--- src/rtl/dmem_load_unit_if.sv ---
// Pipeline-side request/response and read-bus signals of the data-memory load unit.
// The load unit takes the master modport; the pipeline/bus environment takes slave.
interface dmem_load_unit_if;
  logic        req_valid;
  logic [31:0] req_addr;
  logic [2:0]  req_fun3;
  logic [4:0]  req_rd;
  logic        flush;
  logic        stall_o;

  logic        bus_stb;
  logic [31:0] bus_addr;
  logic [3:0]  bus_sel;
  logic [31:0] bus_rdata;
  logic        bus_ack;
  logic        bus_err;

  logic        rsp_valid;
  logic [31:0] rsp_data;
  logic [4:0]  rsp_rd;
  logic        misaligned;
  logic        fault;

  modport master (
    input  req_valid, req_addr, req_fun3, req_rd, flush,
    input  bus_rdata, bus_ack, bus_err,
    output stall_o, bus_stb, bus_addr, bus_sel,
    output rsp_valid, rsp_data, rsp_rd, misaligned, fault
  );

  modport slave (
    output req_valid, req_addr, req_fun3, req_rd, flush,
    output bus_rdata, bus_ack, bus_err,
    input  stall_o, bus_stb, bus_addr, bus_sel,
    input  rsp_valid, rsp_data, rsp_rd, misaligned, fault
  );
endinterface

--- src/rtl/dmem_load_unit.sv ---
// RV32I load unit: single-beat bus read, lane extraction with sign/zero extension,
// misalignment / illegal-encoding / bus-error / timeout detection, pipeline stall.
//
// state  | meaning
// -------+-------------------------------------------------------------
// S_IDLE | waiting for a MEM-stage load; decodes and latches it on accept
// S_WAIT | bus strobe asserted, counting down toward timeout
// S_RESP | one-cycle report of data, misaligned or fault (unless killed)
module dmem_load_unit #(
  parameter int unsigned MAX_WAIT = 255
) (
  input  logic             clk,
  input  logic             reset_n,
  dmem_load_unit_if.master lsu
);

  typedef enum logic [1:0] {
    S_IDLE = 2'd0,
    S_WAIT = 2'd1,
    S_RESP = 2'd2
  } state_t;

  typedef enum logic [1:0] {
    R_DATA  = 2'd0,
    R_MISAL = 2'd1,
    R_FAULT = 2'd2
  } rkind_t;

  // Down-counter is loaded with MAX_WAIT-1 so terminal count 0 is the last strobe cycle.
  localparam logic [7:0] WAIT_LOAD = 8'(MAX_WAIT - 1);

  state_t      state_q, state_d;
  rkind_t      kind_q, kind_d;
  logic [31:0] addr_q, addr_d;
  logic [2:0]  fun3_q, fun3_d;
  logic [4:0]  rd_q, rd_d;
  logic [7:0]  cnt_q, cnt_d;
  logic        kill_q, kill_d;
  logic [31:0] data_q, data_d;
  logic [4:0]  rsp_rd_q, rsp_rd_d;

  logic        accept;
  logic        resp_live;

  function automatic logic fun3_legal(input logic [2:0] f3);
    case (f3)
      3'd0, 3'd1, 3'd2, 3'd4, 3'd5: fun3_legal = 1'b1;
      default:                      fun3_legal = 1'b0;
    endcase
  endfunction

  function automatic logic addr_misaligned(input logic [2:0] f3, input logic [1:0] off);
    case (f3)
      3'd1, 3'd5: addr_misaligned = off[0];
      3'd2:       addr_misaligned = (off != 2'b00);
      default:    addr_misaligned = 1'b0;
    endcase
  endfunction

  function automatic logic [3:0] lane_sel(input logic [2:0] f3, input logic [1:0] off);
    case (f3)
      3'd0, 3'd4: lane_sel = 4'b0001 << off;
      3'd1, 3'd5: lane_sel = 4'b0011 << {off[1], 1'b0};
      default:    lane_sel = 4'b1111;
    endcase
  endfunction

  function automatic logic [31:0] extract(input logic [2:0] f3, input logic [1:0] off,
                                          input logic [31:0] d);
    logic [7:0]  b;
    logic [15:0] h;
    b = d[{off, 3'b000} +: 8];
    h = d[{off[1], 4'b0000} +: 16];
    case (f3)
      3'd0:    extract = {{24{b[7]}}, b};
      3'd4:    extract = {24'b0, b};
      3'd1:    extract = {{16{h[15]}}, h};
      3'd5:    extract = {16'b0, h};
      default: extract = d;
    endcase
  endfunction

  assign accept = (state_q == S_IDLE) && lsu.req_valid && !lsu.flush;

  always_ff @(posedge clk or negedge reset_n) begin
    if (!reset_n) begin
      state_q  <= S_IDLE;
      kind_q   <= R_DATA;
      addr_q   <= '0;
      fun3_q   <= '0;
      rd_q     <= '0;
      cnt_q    <= '0;
      kill_q   <= 1'b0;
      data_q   <= '0;
      rsp_rd_q <= '0;
    end else begin
      state_q  <= state_d;
      kind_q   <= kind_d;
      addr_q   <= addr_d;
      fun3_q   <= fun3_d;
      rd_q     <= rd_d;
      cnt_q    <= cnt_d;
      kill_q   <= kill_d;
      data_q   <= data_d;
      rsp_rd_q <= rsp_rd_d;
    end
  end

  always_comb begin
    state_d  = state_q;
    kind_d   = kind_q;
    addr_d   = addr_q;
    fun3_d   = fun3_q;
    rd_d     = rd_q;
    cnt_d    = cnt_q;
    kill_d   = kill_q;
    data_d   = data_q;
    rsp_rd_d = rsp_rd_q;

    case (state_q)
      S_IDLE: begin
        kill_d = 1'b0;
        if (accept) begin
          addr_d = lsu.req_addr;
          fun3_d = lsu.req_fun3;
          rd_d   = lsu.req_rd;
          if (!fun3_legal(lsu.req_fun3)) begin
            kind_d  = R_FAULT;
            state_d = S_RESP;
          end else if (addr_misaligned(lsu.req_fun3, lsu.req_addr[1:0])) begin
            kind_d  = R_MISAL;
            state_d = S_RESP;
          end else begin
            kind_d  = R_DATA;
            cnt_d   = WAIT_LOAD;
            state_d = S_WAIT;
          end
        end
      end

      S_WAIT: begin
        // A flush only marks the load dead; the bus cycle must still terminate cleanly.
        if (lsu.flush) begin
          kill_d = 1'b1;
        end
        if (lsu.bus_err) begin
          kind_d  = R_FAULT;
          state_d = S_RESP;
        end else if (lsu.bus_ack) begin
          kind_d   = R_DATA;
          data_d   = extract(fun3_q, addr_q[1:0], lsu.bus_rdata);
          rsp_rd_d = rd_q;
          state_d  = S_RESP;
        end else if (cnt_q == 8'd0) begin
          kind_d  = R_FAULT;
          state_d = S_RESP;
        end else begin
          cnt_d = cnt_q - 8'd1;
        end
      end

      S_RESP: begin
        kill_d  = 1'b0;
        state_d = S_IDLE;
      end

      default: begin
        kill_d  = 1'b0;
        state_d = S_IDLE;
      end
    endcase
  end

  assign resp_live = (state_q == S_RESP) && !kill_q && !lsu.flush;

  assign lsu.stall_o    = accept || (state_q == S_WAIT);
  assign lsu.bus_stb    = (state_q == S_WAIT);
  assign lsu.bus_addr   = (state_q == S_WAIT) ? {addr_q[31:2], 2'b00} : 32'h0;
  assign lsu.bus_sel    = (state_q == S_WAIT) ? lane_sel(fun3_q, addr_q[1:0]) : 4'h0;
  assign lsu.rsp_valid  = resp_live && (kind_q == R_DATA);
  assign lsu.misaligned = resp_live && (kind_q == R_MISAL);
  assign lsu.fault      = resp_live && (kind_q == R_FAULT);
  assign lsu.rsp_data   = data_q;
  assign lsu.rsp_rd     = rsp_rd_q;

endmodule

--- src/flat_wrapper.sv ---
// flat-port wrapper written by rule: the top's interface ports become plain ports
module dmem_load_unit_flat 
#(
  parameter int unsigned MAX_WAIT = 255
)
  (clk, reset_n, lsu_req_valid, lsu_req_addr, lsu_req_fun3, lsu_req_rd, lsu_flush, lsu_bus_rdata, lsu_bus_ack, lsu_bus_err, lsu_stall_o, lsu_bus_stb, lsu_bus_addr, lsu_bus_sel, lsu_rsp_valid, lsu_rsp_data, lsu_rsp_rd, lsu_misaligned, lsu_fault);
  dmem_load_unit_if lsu_i ();
  input  logic clk;
  input  logic reset_n;
  input wire logic [$bits(lsu_i.req_valid)-1:0] lsu_req_valid;
  input wire logic [$bits(lsu_i.req_addr)-1:0] lsu_req_addr;
  input wire logic [$bits(lsu_i.req_fun3)-1:0] lsu_req_fun3;
  input wire logic [$bits(lsu_i.req_rd)-1:0] lsu_req_rd;
  input wire logic [$bits(lsu_i.flush)-1:0] lsu_flush;
  input wire logic [$bits(lsu_i.bus_rdata)-1:0] lsu_bus_rdata;
  input wire logic [$bits(lsu_i.bus_ack)-1:0] lsu_bus_ack;
  input wire logic [$bits(lsu_i.bus_err)-1:0] lsu_bus_err;
  output wire logic [$bits(lsu_i.stall_o)-1:0] lsu_stall_o;
  output wire logic [$bits(lsu_i.bus_stb)-1:0] lsu_bus_stb;
  output wire logic [$bits(lsu_i.bus_addr)-1:0] lsu_bus_addr;
  output wire logic [$bits(lsu_i.bus_sel)-1:0] lsu_bus_sel;
  output wire logic [$bits(lsu_i.rsp_valid)-1:0] lsu_rsp_valid;
  output wire logic [$bits(lsu_i.rsp_data)-1:0] lsu_rsp_data;
  output wire logic [$bits(lsu_i.rsp_rd)-1:0] lsu_rsp_rd;
  output wire logic [$bits(lsu_i.misaligned)-1:0] lsu_misaligned;
  output wire logic [$bits(lsu_i.fault)-1:0] lsu_fault;
  assign lsu_i.req_valid = lsu_req_valid;
  assign lsu_i.req_addr = lsu_req_addr;
  assign lsu_i.req_fun3 = lsu_req_fun3;
  assign lsu_i.req_rd = lsu_req_rd;
  assign lsu_i.flush = lsu_flush;
  assign lsu_i.bus_rdata = lsu_bus_rdata;
  assign lsu_i.bus_ack = lsu_bus_ack;
  assign lsu_i.bus_err = lsu_bus_err;
  assign lsu_stall_o = lsu_i.stall_o;
  assign lsu_bus_stb = lsu_i.bus_stb;
  assign lsu_bus_addr = lsu_i.bus_addr;
  assign lsu_bus_sel = lsu_i.bus_sel;
  assign lsu_rsp_valid = lsu_i.rsp_valid;
  assign lsu_rsp_data = lsu_i.rsp_data;
  assign lsu_rsp_rd = lsu_i.rsp_rd;
  assign lsu_misaligned = lsu_i.misaligned;
  assign lsu_fault = lsu_i.fault;
  dmem_load_unit #(.MAX_WAIT(MAX_WAIT)) u_core (.clk(clk), .reset_n(reset_n), .lsu(lsu_i));
endmodule
--- config.mk ---
export PLATFORM = sky130hd
export DESIGN_NAME = dmem_load_unit_flat
export DESIGN_NICKNAME = d
export VERILOG_FILES = /design/src/rtl/dmem_load_unit_if.sv /design/src/rtl/dmem_load_unit.sv /design/src/flat_wrapper.sv
export SDC_FILE = /design/constraint.sdc
export NUM_CORES = 1
export LEC_CHECK = 0
export ABC_AREA = 1
export BUFFER_PORTS_ARGS = -buffer_cell sky130_fd_sc_hd__buf_4
export CAP_MARGIN = 10
export CORE_ASPECT_RATIO = 1.1
export CORE_UTILIZATION = 40
export DETAILED_ROUTE_END_ITERATION = 6
export PLACE_DENSITY = 0.66
export SLEW_MARGIN = 25
export SYNTH_ARGS = -nofsm -noshare
export SYNTH_HDL_FRONTEND = slang
export SYNTH_SLANG_ARGS = --single-unit
--- constraint.sdc ---
create_clock -name clk -period 1.7 [get_ports clk]
set_input_delay 0.085 -clock clk [delete_from_list [all_inputs] [get_ports clk]]
set_output_delay 0.085 -clock clk [all_outputs]
set_load 0.1 [all_outputs]
## After elaboration in Yosys (flattened, before gate mapping)

Cells that the tools add are included.
Widths: inputs -> output; s select.

| word-level totals | value |
|---|---|
| bits in registers | 90 |
| input port bits | 78 |
| output and inout port bits | 78 |
| word-level logic and storage cells | 93 |

| operators by class | value |
|---|---|
| $add $sub $neg | 1 |
| equal/unequal tests | 19 |
| shifts and indexed selects | 4 |
| multiplexer cells | 33 |
| bitwise gates (word level) | 1 |
| reductions and logical operators | 26 |

Operators by type and width:

| operator | number |
|---|---|
| $pmux 32 s4 | 1 |
| $mux 8 | 6 |
| $mux 32 | 1 |
| $shiftx 32x6->16 | 1 |
| $shiftx 32x6->8 | 1 |
| $mux 2 | 10 |
| $pmux 8 s2 | 1 |
| $eq 3x3->1 const B | 4 |
| $ne 2x2->1 const B | 6 |
| $mux 1 | 9 |
| $logic_not 8->1 | 1 |
| $pmux 2 s2 | 2 |
| $pmux 4 s2 | 1 |
| $sub 8x1->8 const B | 1 |
| $logic_and 1x1->1 | 7 |
| $reduce_and 7->1 | 1 |
| $eq 3x1->1 const B | 2 |
| $logic_not 3->1 | 2 |
| $reduce_and 3->1 | 2 |
| $reduce_or 2->1 | 3 |
| $reduce_or 5->1 | 1 |
| $eq 2x1->1 const B | 2 |
| $eq 2x2->1 const B | 2 |
| $logic_not 2->1 | 2 |
| 12 further kinds | 15 |

## Longest topological paths before layout

| logic depth | value |
|---|---|
| depth in word-level cells | 12 |
| depth in mapped cells | 10 |
| mapped depth without buffers | 9 |

## Least setup slack after synthesis

OpenSTA, ideal clock, no wires.

| timing path | value |
|---|---|
| kind | register -> output |
| from | reg u_core.fun3_q[1] |
| to | out lsu_bus_sel[1] |
| arrival | 3.041 ns |
| required time | 1.615 ns |
| slack | -1.426 ns |
| stages on the path, launching flop included | 5 |
| buffers on the path | 2 |
| cell sequence | dfrtp_1 buf_4 buf_2 nor2_1 a211oi_1 |

| on the way | value |
|---|---|
| cells in the longest elaborated chain, start to end | 4 |
| elaborated cells between the ends (all ways) | 8 |
| those cells by class | eq/ne: 3; mux: 2; reduce/logical: 3 |

RTL lines:

| element | RTL line | RTL |
|---|---|---|
| start: declaration | dmem_load_unit.sv:35 | `logic [2:0] fun3_q, fun3_d;` |
| start signal: assignment | dmem_load_unit.sv:100 | `fun3_q <= fun3_d;` |
| $eq 3x1->1 (tied with other cells) | dmem_load_unit.sv:61 | `case (f3)` |
| $reduce_or 2->1 | dmem_load_unit.sv:61 |  |
| $pmux 4 s2 * | dmem_load_unit.sv:61 |  |
| $mux 4 * | dmem_load_unit.sv:179 | `assign lsu.bus_sel = (state_q == S_WAIT) ? lane_sel(fun3_q, addr_q[1:0]) : 4'h0;` |
| end: declaration | flat_wrapper.sv:21 | `output wire logic [$bits(lsu_i.bus_sel)-1:0] lsu_bus_sel;` |

Every way passes the cells marked *; elsewhere a longest branch is shown, timed or not.

## Worst setup path after layout

| timing path | value |
|---|---|
| from | reg u_core.state_q[1] |
| to | out lsu_bus_sel[1] |

| on the way | value |
|---|---|
| cells in the longest elaborated chain, start to end | 2 |

RTL lines:

| element | RTL line | RTL |
|---|---|---|
| start: declaration | dmem_load_unit.sv:32 | `state_t state_q, state_d;` |
| start signal: assignment | dmem_load_unit.sv:97 | `state_q <= state_d;` |
| $eq 2x1->1 | dmem_load_unit.sv:179 |  |
| $mux 4 | dmem_load_unit.sv:179 |  |

Every way passes these cells.

==> flow_summary.rst <==
.. list-table::
   :header-rows: 1

   * - Metric
     - Value
   * - Part of the cycle the worst path needs
     - between 90% and 100%
   * - Global routing usage on met1
     - 29.3%
   * - Clock root cell
     - sky130_fd_sc_hd__clkbuf_16
   * - Largest driver fanout on the critical path
     - 7
   * - Endpoint type of the worst setup path
     - output pin
   * - Internal power consumption
     - 6.12 mW
   * - Router iterations before antenna repair
     - 5
   * - Diode count
     - 0
   * - CP max stage delay
     - 0.39 ns
   * - Cell Rows
     - 41
   * - Wire length after detailed routing
     - around 14,000 µm
   * - Number of remaining DRC errors
     - 0
   * - Sequential Power Share
     - about a quarter
   * - Max Transition Viols Final
     - 0
   * - Post-Syn Instances
     - roughly 600
   * - DP HPWL
     - 9770 µm
   * - Crit path arrival time
     - approximately 1.6 ns
   * - Final min period
     - 1.68 ns
   * - Post-route antenna net violation count
     - 0
   * - Via count of the first global-routing pass
     - 4,475
   * - Top Ports
     - 156
   * - Met2 Use GR
     - 39.4%
   * - Total instance count after detailed placement
     - 908
   * - Nets
     - 877
   * - Initial core utilization
     - 41.1%
   * - Clock group share of total power
     - around 15%
   * - Clk sinks
     - 90
   * - Post-synthesis instance area
     - 4700 µm²
   * - Series of cell instances along the critical path
     - inv_2, nand2_4, buf_4, a211oi_4, buf_12
   * - Post-route non-filler standard cell count
     - 952
   * - Setup slack on the worst flop-to-flop path
     - ~0.09 ns
   * - Htree depth
     - 3
   * - Die W
     - 105 µm
   * - Power share of the combinational group
     - approximately three fifths
   * - Cell Pwr Density
     - 1930 nW/µm²
   * - Ratio of cells with drive above 1 in the final layout
     - 33.5%
   * - Endpoint required time on the critical path
     - 1.62 ns
   * - Core Area
     - 11,400 µm²
   * - WP depth
     - 5
   * - Number of buffers between clock root and the deepest sink
     - 2
   * - Synth-to-layout area growth
     - 50.2%
   * - Yosys warning count
     - 0
   * - Startpoint of the most critical setup path
     - u_core.state_q[1]
   * - Peak supply drop
     - 1.31 mV
   * - Max-slew headroom at the worst pin
     - around 62%
   * - Type of the worst setup path
     - flip-flop to output pin
   * - Slowest library cell on the worst path
     - sky130_fd_sc_hd__dfrtp_1
   * - Clock edge transition at the registers on the reported setup and hold paths
     - 0.07 ns
   * - Met3 track demand over resource
     - 3.15%
   * - Worst min-delay path startpoint
     - lsu_req_addr[25]
   * - Overall die area
     - 12,200 µm²
   * - Cell family contributing the most delay on the critical path
     - buffers and inverters
   * - Crit start category
     - flip-flop
   * - Power spent charging and discharging nets
     - 7.49 mW
   * - Logic depth of the worst register-to-register path
     - 4
   * - Status
     - finished, final reports clean
   * - Overall via count from detail_route
     - 4,661
   * - Maxcap violations
     - 0
   * - Top achievable clock speed
     - 595 MHz
   * - Launching point of the worst reg2reg path
     - u_core.fun3_q[1]
   * - Final hold viol count
     - 0
   * - Sum of buffers and inverters on the critical path
     - 3
   * - Global route total overflow
     - 0
   * - DRC marker count from the first detailed-route iteration
     - 215
   * - Register bit total from synthesis
     - 90
   * - Number of buffers inserted during clock tree synthesis
     - 9
   * - Pin slew with the least headroom to its limit
     - 0.560 ns
   * - Worst hold path type
     - input pin to flip-flop
   * - First-pass GRT wire length
     - 21,700 µm
   * - Die Y-Extent
     - 116 µm
   * - Number of different library cells in the post-synthesis netlist
     - 33
   * - Total Power
     - 13.6 mW
   * - Number of instances on the worst hold path
     - 3
   * - TritonCTS clock tree
     - done
   * - Per-cell routed wire length
     - 14.3 µm
   * - Busiest layer in global routing
     - met2
   * - Worst flop-to-flop path endpoint
     - u_core.lsu.rsp_data[13]
   * - RSZ-0062 raised after global routing
     - yes
   * - Number of antenna violations at the first check in global routing
     - 0
   * - Post-synthesis sequential area ratio
     - 47.9%
   * - Capturing element of the worst setup path
     - lsu_bus_sel[1]
   * - Placer's final routability congestion estimate
     - between 0.8 and 0.9
   * - Average cell area after synthesis
     - 7.61 µm²
   * - Number of setup violations in the final report
     - 0
   * - Leakage Power
     - 3.62 nW
   * - Tot GR Track Use
     - 22.8%
   * - Routed vias/inst
     - approximately 4.9
   * - Pin count of the biggest net entering global routing
     - 61
   * - Number of port buffers
     - 153
   * - Skew-Pair Late Insertion Delay
     - 0.34 ns
   * - Maximum clock skew at final layout
     - 0.00431 ns
   * - Switching share of power
     - 55.0%
-- power groups by stage --
| stage | Sequential [mW] | Clock [mW] | Combinational [mW] |
|---|---|---|---|
| 5_1_grt | 3.60 | 2.18 | 8.52 |
| 3_3_place_gp | 3.52 | 0 | 7.70 |
| 3_5_place_dp | 3.54 | 0 | 7.77 |
| 6_report | 3.49 | 2.03 | 8.09 |
| 4_1_cts | 3.51 | 2.06 | 8.00 |
| 2_1_floorplan | 6.58 | 0 | 2.97 |
-- worst register-to-register path, delay by kind of cell (launching register included) --
family                 cells  cell delay [ns]
DFF                        1             0.46
buffers and inverters      1             0.17
AOI/OAI and AO/OA          1             0.22
and+or+nand+nor            2             0.69
-- registers in the layout (all words and copies together), names as in the netlist --
| register | count |
|---|---|
| u_core.kind_q | 2 |
| u_core.lsu.rsp_rd | 5 |
| u_core.lsu.rsp_data | 32 |
| u_core.fun3_q | 3 |
| u_core.kill_q | 1 |
| u_core.rd_q | 5 |
| u_core.addr_q | 32 |
| u_core.state_q | 2 |
| u_core.cnt_q | 8 |
-- how the worst min path moves through the flow --
stage,to,slack [ns]
after floorplan,u_core.addr_q[0],-0.21
after CTS,u_core.fun3_q[2],0.0009
after global placement,u_core.rd_q[0],0.07
after detailed placement,u_core.rd_q[2],0.07
final,u_core.addr_q[25],0.002
after global routing,u_core.addr_q[25],0.004
-- synth_stat cells (all sizes together) --
master | number | area [µm²]
dfrtp | 90 | 2250
nand2 | 123 | 474
o2111ai | 3 | 26.3
nor3 | 4 | 25.0
o211ai | 4 | 35.0
nor2 | 107 | 422
buf | 20 | 150
nand4 | 2 | 12.5
clkbuf | 11 | 41.3
a211oi | 2 | 15.0
o21ai | 29 | 149
a21oi | 71 | 359
or2 | 17 | 106
o21bai | 8 | 60.1
ha | 2 | 25.0
inv | 85 | 322
nand3 | 35 | 200
conb | 1 | 3.75
o22ai | 4 | 25.0
-- cell usage in the layout (no fill, tap or decap), types with 3 or more instances in the layout --
cell type,Yosys,final
sky130_fd_sc_hd__o21ai_0,27,26
sky130_fd_sc_hd__a21oi_1,70,69
sky130_fd_sc_hd__nor2_1,103,70
sky130_fd_sc_hd__buf_6,6,7
sky130_fd_sc_hd__nor3_4,0,3
sky130_fd_sc_hd__nand2_1,118,118
sky130_fd_sc_hd__buf_4,6,145
sky130_fd_sc_hd__o22ai_1,4,4
sky130_fd_sc_hd__nand2_4,0,3
sky130_fd_sc_hd__buf_12,0,18
sky130_fd_sc_hd__clkbuf_16,0,9
sky130_fd_sc_hd__nor2_2,2,27
sky130_fd_sc_hd__or2_2,17,17
sky130_fd_sc_hd__dlygate4sd3_1,0,24
sky130_fd_sc_hd__inv_1,80,79
sky130_fd_sc_hd__o2111ai_1,3,3
sky130_fd_sc_hd__dfrtp_2,0,3
sky130_fd_sc_hd__o211ai_1,3,3
sky130_fd_sc_hd__inv_2,4,5
sky130_fd_sc_hd__nand3_1,33,33
sky130_fd_sc_hd__o21bai_1,8,8
sky130_fd_sc_hd__nor2_4,2,10
sky130_fd_sc_hd__dfrtp_1,90,87
-- routing by layer --
layer / wire length [µm] / share of wire, %
met3: 767 / 5.6
met4: 227 / 1.7
met2: 6780 / 50
met1: 5850 / 43
met5: 0 / 0
-- area by class of cell --
class / count / area (µm²)
clock buffers: 9 / 225
clock inverters: 7 / 75.1
fillers: 1007 / 4380
inverters: 85 / 332
multi-input cells: 413 / 2160
flip-flops and latches: 90 / 2260
well taps: 150 / 188
repair buffers: 198 / 1830
-- stage by stage --
step / setup WS, ns / TNS (ns) / hold WS (ns) / util (%) / instance area [µm²]
global placement: 0.0629 / 0 / 0.0716 / 54.3 / 6210
floorplan: -0.180 / -4.90 / -0.211 / - / 4890
global route: -0.0217 / -0.0304 / 0.00424 / 61.7 / 7060
detailed placement: 0.0210 / 0 / 0.0737 / 54.3 / 6210
finish: 0.0207 / 0 / 0.00201 / 61.7 / 7060
CTS: 0.00344 / 0 / 0.000864 / 61.1 / 6980
-- timing repair --
action                                  CTS  global route
resized for setup                        51            16
hold buffers                             24             0
buffers inserted                          0             3
endpoints found under the setup margin    8            46
cloned                                    1             0
hold endpoints to repair                 56             0
pin swaps                                 0             1
-- cell families (layout without fill, tap and decap cells) --
| kind of cell | count (synthesis) | count (layout) | synth area share (%) |
|---|---|---|---|
| AOI/OAI and AO/OA | 121 | 121 | 14.2 |
| buffers and inverters | 116 | 299 | 10.9 |
| and+or+nand+nor | 288 | 288 | 26.4 |
| other | 1 | 2 | 0.0797 |
| adders and majority gates | 2 | 2 | 0.532 |
| DFF | 90 | 90 | 47.9 |
Note: power is estimated with default switching activity, not from simulation.
